`config.mk`:
```
export PLATFORM = sky130hd
export DESIGN_NAME = psram_qpi_responder
export DESIGN_NICKNAME = d
export VERILOG_FILES = /design/src/rtl/psram_qpi_responder.sv
export SDC_FILE = /design/constraint.sdc
export NUM_CORES = 2
export LEC_CHECK = 0
export CORE_UTILIZATION = 60
export DETAILED_ROUTE_END_ITERATION = 10
export PLACE_DENSITY = 0.76
export SYNTH_ARGS = -nofsm -noshare
export SYNTH_HDL_FRONTEND = slang
export SYNTH_SLANG_ARGS = --single-unit
```
`constraint.sdc`:
```
create_clock -name mem_clk -period 4.7 [get_ports mem_clk]
set_input_delay 0.94 -clock mem_clk [delete_from_list [all_inputs] [get_ports mem_clk]]
set_output_delay 0.94 -clock mem_clk [all_outputs]
set_load 0.02 [all_outputs]
```
`src/rtl/psram_qpi_responder.sv`:
```
// psram_qpi_responder: SPI/QPI PSRAM device model with a byte array, wait-state reads and a backdoor read port
module psram_qpi_responder #(
  parameter int WAIT_CYCLES = 6,
  parameter int ADDR_BITS = 8
) (
  input  logic                 mem_clk,
  input  logic                 rst,
  input  logic                 mem_ce,
  input  logic [3:0]           mem_sio_in,
  output logic [3:0]           mem_sio_out,
  output logic                 mem_sio_oe,
  output logic                 qpi_mode,
  output logic                 busy,
  output logic [15:0]          bytes_written,
  input  logic [ADDR_BITS-1:0] bd_addr,
  output logic [7:0]           bd_data
);
  localparam int CW = $clog2(WAIT_CYCLES + 8);
  typedef enum logic [2:0] {IDLE, SPI_CMD, QPI_CMD, ADDR, WR_DATA, RD_WAIT, RD_DATA, IGNORE} state_t;
  state_t state_q, state_d;
  logic [7:0] cmd_q, cmd_d, cmd_full, rd_byte, bd_q;
  logic [CW-1:0] cnt_q, cnt_d;
  logic [ADDR_BITS-1:0] addr_q, addr_d, addr_nx, rd_a;
  logic [3:0] hi_q, hi_d, out_q, out_d;
  logic ph_q, ph_d, qpi_q, qpi_d, arm_q, arm_d, oe_q, oe_d;
  logic cmd_done, addr_done, wait_done, is_rd, we;
  logic [15:0] bw_q, bw_d;
  logic [7:0] mem [2**ADDR_BITS];
  assign cmd_full = state_q == SPI_CMD ? {cmd_q[6:0], mem_sio_in[0]} : {cmd_q[3:0], mem_sio_in};
  assign cmd_done = state_q == QPI_CMD || (state_q == SPI_CMD && cnt_q == CW'(7));
  assign addr_nx = ADDR_BITS'({addr_q, mem_sio_in});
  assign addr_done = state_q == ADDR && cnt_q == CW'(5);
  assign is_rd = cmd_q == 8'hEB;
  // the clock that ends the wait window launches the first high nibble
  assign wait_done = WAIT_CYCLES == 0 ? addr_done && is_rd : state_q == RD_WAIT && cnt_q == CW'(WAIT_CYCLES - 1);
  assign rd_a = state_q == ADDR ? addr_nx : addr_q;
  assign rd_byte = mem[rd_a];
  assign we = !rst && !mem_ce && state_q == WR_DATA && ph_q;
  always_ff @(posedge mem_clk) begin
    if (rst) begin
      state_q <= IDLE;
      cmd_q <= '0;
      cnt_q <= '0;
      addr_q <= '0;
      hi_q <= '0;
      ph_q <= 1'b0;
      qpi_q <= 1'b0;
      arm_q <= 1'b0;
      oe_q <= 1'b0;
      out_q <= '0;
      bw_q <= '0;
    end else begin
      state_q <= state_d;
      cmd_q <= cmd_d;
      cnt_q <= cnt_d;
      addr_q <= addr_d;
      hi_q <= hi_d;
      ph_q <= ph_d;
      qpi_q <= qpi_d;
      arm_q <= arm_d;
      oe_q <= oe_d;
      out_q <= out_d;
      bw_q <= bw_d;
    end
  end
  always_comb begin
    state_d = state_q;
    if (mem_ce) state_d = IDLE;
    else
      case (state_q)
        IDLE: state_d = qpi_q ? QPI_CMD : SPI_CMD;
        SPI_CMD, QPI_CMD: if (cmd_done) state_d = qpi_q && (cmd_full == 8'h38 || cmd_full == 8'hEB) ? ADDR : IGNORE;
        ADDR: if (addr_done) state_d = !is_rd ? WR_DATA : WAIT_CYCLES == 0 ? RD_DATA : RD_WAIT;
        RD_WAIT: if (wait_done) state_d = RD_DATA;
        default: state_d = state_q;
      endcase
  end
  always_comb begin
    cmd_d = cmd_q;
    cnt_d = cnt_q;
    addr_d = addr_q;
    hi_d = hi_q;
    ph_d = ph_q;
    qpi_d = qpi_q;
    arm_d = arm_q;
    oe_d = 1'b0;
    out_d = out_q;
    bw_d = bw_q;
    if (!mem_ce) begin
      case (state_q)
        IDLE: begin
          cmd_d = qpi_q ? {4'h0, mem_sio_in} : {7'h0, mem_sio_in[0]};
          cnt_d = CW'(1);
        end
        SPI_CMD, QPI_CMD: begin
          cmd_d = cmd_full;
          cnt_d = cmd_done ? '0 : cnt_q + 1'b1;
          if (cmd_done) begin
            arm_d = cmd_full == 8'h66;
            qpi_d = cmd_full == 8'h99 && arm_q ? 1'b0 : cmd_full == 8'h35 ? 1'b1 : qpi_q;
          end
        end
        ADDR: begin
          addr_d = addr_nx;
          cnt_d = addr_done ? '0 : cnt_q + 1'b1;
          ph_d = 1'b0;
        end
        WR_DATA: begin
          ph_d = ~ph_q;
          hi_d = ph_q ? hi_q : mem_sio_in;
          addr_d = ph_q ? addr_q + 1'b1 : addr_q;
          bw_d = ph_q && !(&bw_q) ? bw_q + 16'd1 : bw_q;
        end
        RD_WAIT: cnt_d = cnt_q + 1'b1;
        RD_DATA: begin
          oe_d = 1'b1;
          out_d = ph_q ? rd_byte[3:0] : rd_byte[7:4];
          ph_d = ~ph_q;
          addr_d = ph_q ? addr_q + 1'b1 : addr_q;
        end
        default: ;
      endcase
      if (wait_done) begin
        oe_d = 1'b1;
        out_d = rd_byte[7:4];
        ph_d = 1'b1;
      end
    end
  end
  // array has no reset; backdoor read sees the pre-write byte on a same-clock collision
  always_ff @(posedge mem_clk) begin
    if (we) mem[addr_q] <= {hi_q, mem_sio_in};
    bd_q <= rst ? 8'h00 : mem[bd_addr];
  end
  assign mem_sio_out = out_q;
  assign mem_sio_oe = oe_q;
  assign qpi_mode = qpi_q;
  assign busy = state_q != IDLE;
  assign bytes_written = bw_q;
  assign bd_data = bd_q;
endmodule

```
==> results_dict.tcl <==
set metrics [dict create \
    power_per_cell_area_nw_per_um2 353.9 \
    fmax_mhz 212.9 \
    cts_resized 0 \
    crit_buf_inv 1 \
    rsz0062_at_grt "false" \
    cp.arrival_ns 5.45 \
    nets 6791 \
    min-delay-start "mem_sio_in[1]" \
    avgSynthCellArea_um2 15.27 \
    hold_path.class "in -> reg" \
    die_w_um 407.6 \
    violations "capacitance limit" \
    hold_viol 0 \
    synthArstFlopShare_pct 0 \
    slew_headroom_pct 0.5492 \
    routed_wl_um 319300 \
    dr.pass1.iters 10 \
    drv_slew 0 \
    post-dp-hpwl_um 206400 \
    cts_buffers 209 \
    cp_cell_sequence "nand3b_1, buf_4, mux2_8, mux2_1, a22o_1, a2111oi_1, a22oi_1, a2111oi_0, nand4_1, o211a_1" \
    drive_above_1_share_pct 24.90 \
    insertion_delay_ns 0.89 \
    place_congestion 1.004 \
    worst_pin_slew_ns 1.476 \
    min_period_over_period_pct 99.92 \
    cp-start-kind "flop" \
    path_clk_slew_ns 0.07 \
    die_area_um2 166200 \
    grt_start_max_net_pins 204 \
    drt-initial-drc-count 11710 \
    cts_max_level 4 \
    whs_path_depth 1 \
    syn_area_um2 98720 \
    clock_sinks 2107 \
    antenna_found_initial 30 \
    layout_min_cycle_time_ns 4.696 \
    r2r_slack_ns 0.004 \
    rows 148 \
    gr-total-overflow 0 \
    clockBufferDepth 3 \
    first_global_vias 64650 \
    crit_family "compound AO/OA/AOI/OAI gates" \
    tritoncts "yes" \
    post_drt_via_cell_ratio 7.324 \
    crit_fanout 20 \
    vdd_drop_max_mv 0.4053 \
    grt_pass1_wl_um 457300 \
    ctsHoldBuffers 0 \
    syn_nets 6485 \
    fin_worst_skew_ns 0.03959 \
    start_util_pct 60.58 \
    clock-root-buffer "clkbuf_16" \
    finalSetupTns_ns 0 \
    setup_ws_ns 0.003990 \
    area_growth_syn_to_layout_pct 13.37 \
    endpoint_kind "flop" \
    wire_per_inst_um 34.94 \
    post_synth_num_cell_types 63 \
    slowest_delay_ns 1.09 \
    r2r-end "mem_sio_out[2]$_SDFFE_PP0P_" \
    crit_type "reg -> reg" \
    p_leak_nw 36.19 \
    synth_cells 6463 \
    maxCapViolCount 1 \
    antenna_left 0 \
    critPathSlowestCell "a2111oi_0" \
    yosysSeqAreaShare_pct 63.49 \
    grt_use_total_pct 38.45 \
    io_pins 46 \
    synth_ff_type "edfxtp_1" \
    status "finished with violations" \
    ff2ff_path_depth 10 \
    die_h_um 407.6 \
    drc 0 \
    postCtsSetupBuffers 0 \
    synth_edf_count 2048 \
    preCtsSetupSlack_ns -0.1234 \
    setup_viol 0 \
    rr_startpoint "state_q[2]$_SDFFE_PP0P_" \
    ys_ff_latch 2107 \
    synth_warnings 0 \
    vias 66940 \
    fp.coreArea_um2 163000 \
    required_ns 5.46 \
    io_buffers 45 \
    hold_path_end "mem[78][1]$_DFFE_PP_" \
]
sequential cells by signal (all words and copies together) (netlist names):
name           flops
ph_q               1
mem_sio_oe         1
qpi_mode           1
mem             2048
hi_q               4
arm_q              1
addr_q             8
bytes_written     16
cmd_q              8
mem_sio_out        4
cnt_q              4
state_q            3
bd_data            8
cell usage after synthesis (all sizes together) (3+ instances only):
cell / instances / share of area [%]
a311oi: 3 / 0.027
a32o: 3 / 0.030
a22o: 6 / 0.053
or3: 4 / 0.025
o21ai: 26 / 0.13
nor2b: 23 / 0.15
and4: 3 / 0.027
nand3: 369 / 1.9
nand3b: 6 / 0.046
nand4: 109 / 0.69
ha: 7 / 0.089
nand2b: 11 / 0.070
edfxtp: 2048 / 62
and3: 9 / 0.057
inv: 6 / 0.023
xor2: 8 / 0.071
buf: 263 / 1.4
and2: 5 / 0.032
o221ai: 16 / 0.14
xnor2: 4 / 0.035
o31ai: 3 / 0.023
a2111oi: 34 / 0.31
o41ai: 3 / 0.027
nor3b: 4 / 0.030
a222oi: 24 / 0.24
a21boi: 3 / 0.023
a21oi: 193 / 0.98
nor4: 31 / 0.20
clkbuf: 247 / 0.94
mux2: 11 / 0.13
a31oi: 166 / 1.1
dfxtp: 59 / 1.2
o22ai: 26 / 0.16
a22oi: 20 / 0.15
a32oi: 21 / 0.19
mux2i: 161 / 1.6
mux4: 815 / 19
nor3: 6 / 0.030
nand2: 1309 / 5.0
nor2: 330 / 1.3
nor4b: 4 / 0.035
a221o: 13 / 0.13
a211oi: 8 / 0.061
a211o: 6 / 0.053
a221oi: 28 / 0.25
per-layer routing:
layer  global-route usage (%)  routed length (um)  up-vias
met5                   0.6609                 397        -
met1                    51.31              104100    33230
met2                    55.87              140500     6191
met4                    18.79               19030       42
li1                         -                   -    26370
met3                    14.58               55220     1097
how the worst max path moves through the flow:
stage                       startpoint  depth (start not counted)                           to
3_3_place_gp             mem_sio_in[0]                         13  mem_sio_out[0]$_SDFFE_PP0P_
4_1_cts        state_q[2]$_SDFFE_PP0P_                         10  mem_sio_out[2]$_SDFFE_PP0P_
2_1_floorplan     hi_q[0]$_SDFFE_PP0P_                          0          mem[0][4]$_DFFE_PP_
5_1_grt        state_q[2]$_SDFFE_PP0P_                         13  mem_sio_out[1]$_SDFFE_PP0P_
3_5_place_dp             mem_sio_in[0]                         13  mem_sio_out[1]$_SDFFE_PP0P_
6_report       state_q[2]$_SDFFE_PP0P_                         10  mem_sio_out[2]$_SDFFE_PP0P_
cell families after synthesis:
logic type	share of synthesized area, %
multiplexers	20.36
adder cells (fa/ha/maj)	0.08872
flip-flops	63.49
AND/OR/NAND/NOR	9.521
buffers and inverters	2.350
XOR/XNOR	0.1065
AO/OA/AOI/OAI	4.085
layout by cell type (no fill, tap or decap), drive strengths merged, types with 34 or more instances in the layout:
cell type and n:
nand4 109, clkinv 88, edfxtp 2048, nand2 1309, clkdlybuf4s50 34, a31oi 166
buf 567, a21oi 193, mux2i 161, a2111oi 34, nand3 369, nor2 330
dfxtp 59, mux4 815, clkbuf 270
worst register-to-register path, delay by kind of cell, from the launching register on:
kind	cells	cell delay, ns
compound gates	5	2.63
mux	2	0.97
buf+inv	1	0.34
simple gates	2	0.32
flops	1	0.33
metrics by stage:
| step | utilization (%) | hold WS, ns | instances | cell area, um^2 | power, W |
|---|---|---|---|---|---|
| finish | 68.68 | 0.4548 | 9139 | 111900 | 0.03961 |
| global route | 68.67 | 0.4409 | 9129 | 111900 | 0.04032 |
| global placement | 64.41 | 0.4596 | 8733 | 105000 | 0.02294 |
| floorplan | - | 0.4464 | 6463 | 98720 | 0.02208 |
| CTS | 68.66 | 0.4130 | 9128 | 111900 | 0.03955 |
| detailed placement | 64.41 | 0.4704 | 8733 | 105000 | 0.02296 |
power breakdown:
group          leakage (nW)  switching, W  internal, W  total, W
Combinational          13.6       0.00127     0.000858   0.00213
Sequential             19.2     0.0000425       0.0205    0.0205
Clock                  3.34       0.00748      0.00948    0.0170
area by class of cell:
class	instances	area, um^2
tap	2175	2721
fill	10450	51030
sequential	2107	62700
inverter	6	22.52
multi-input combinational	3840	33900
clock inverter	129	1416
antenna	11	27.53
timing repair buffer	605	5622
clock buffer	266	5515
Power figures use the tool's default switching activity.
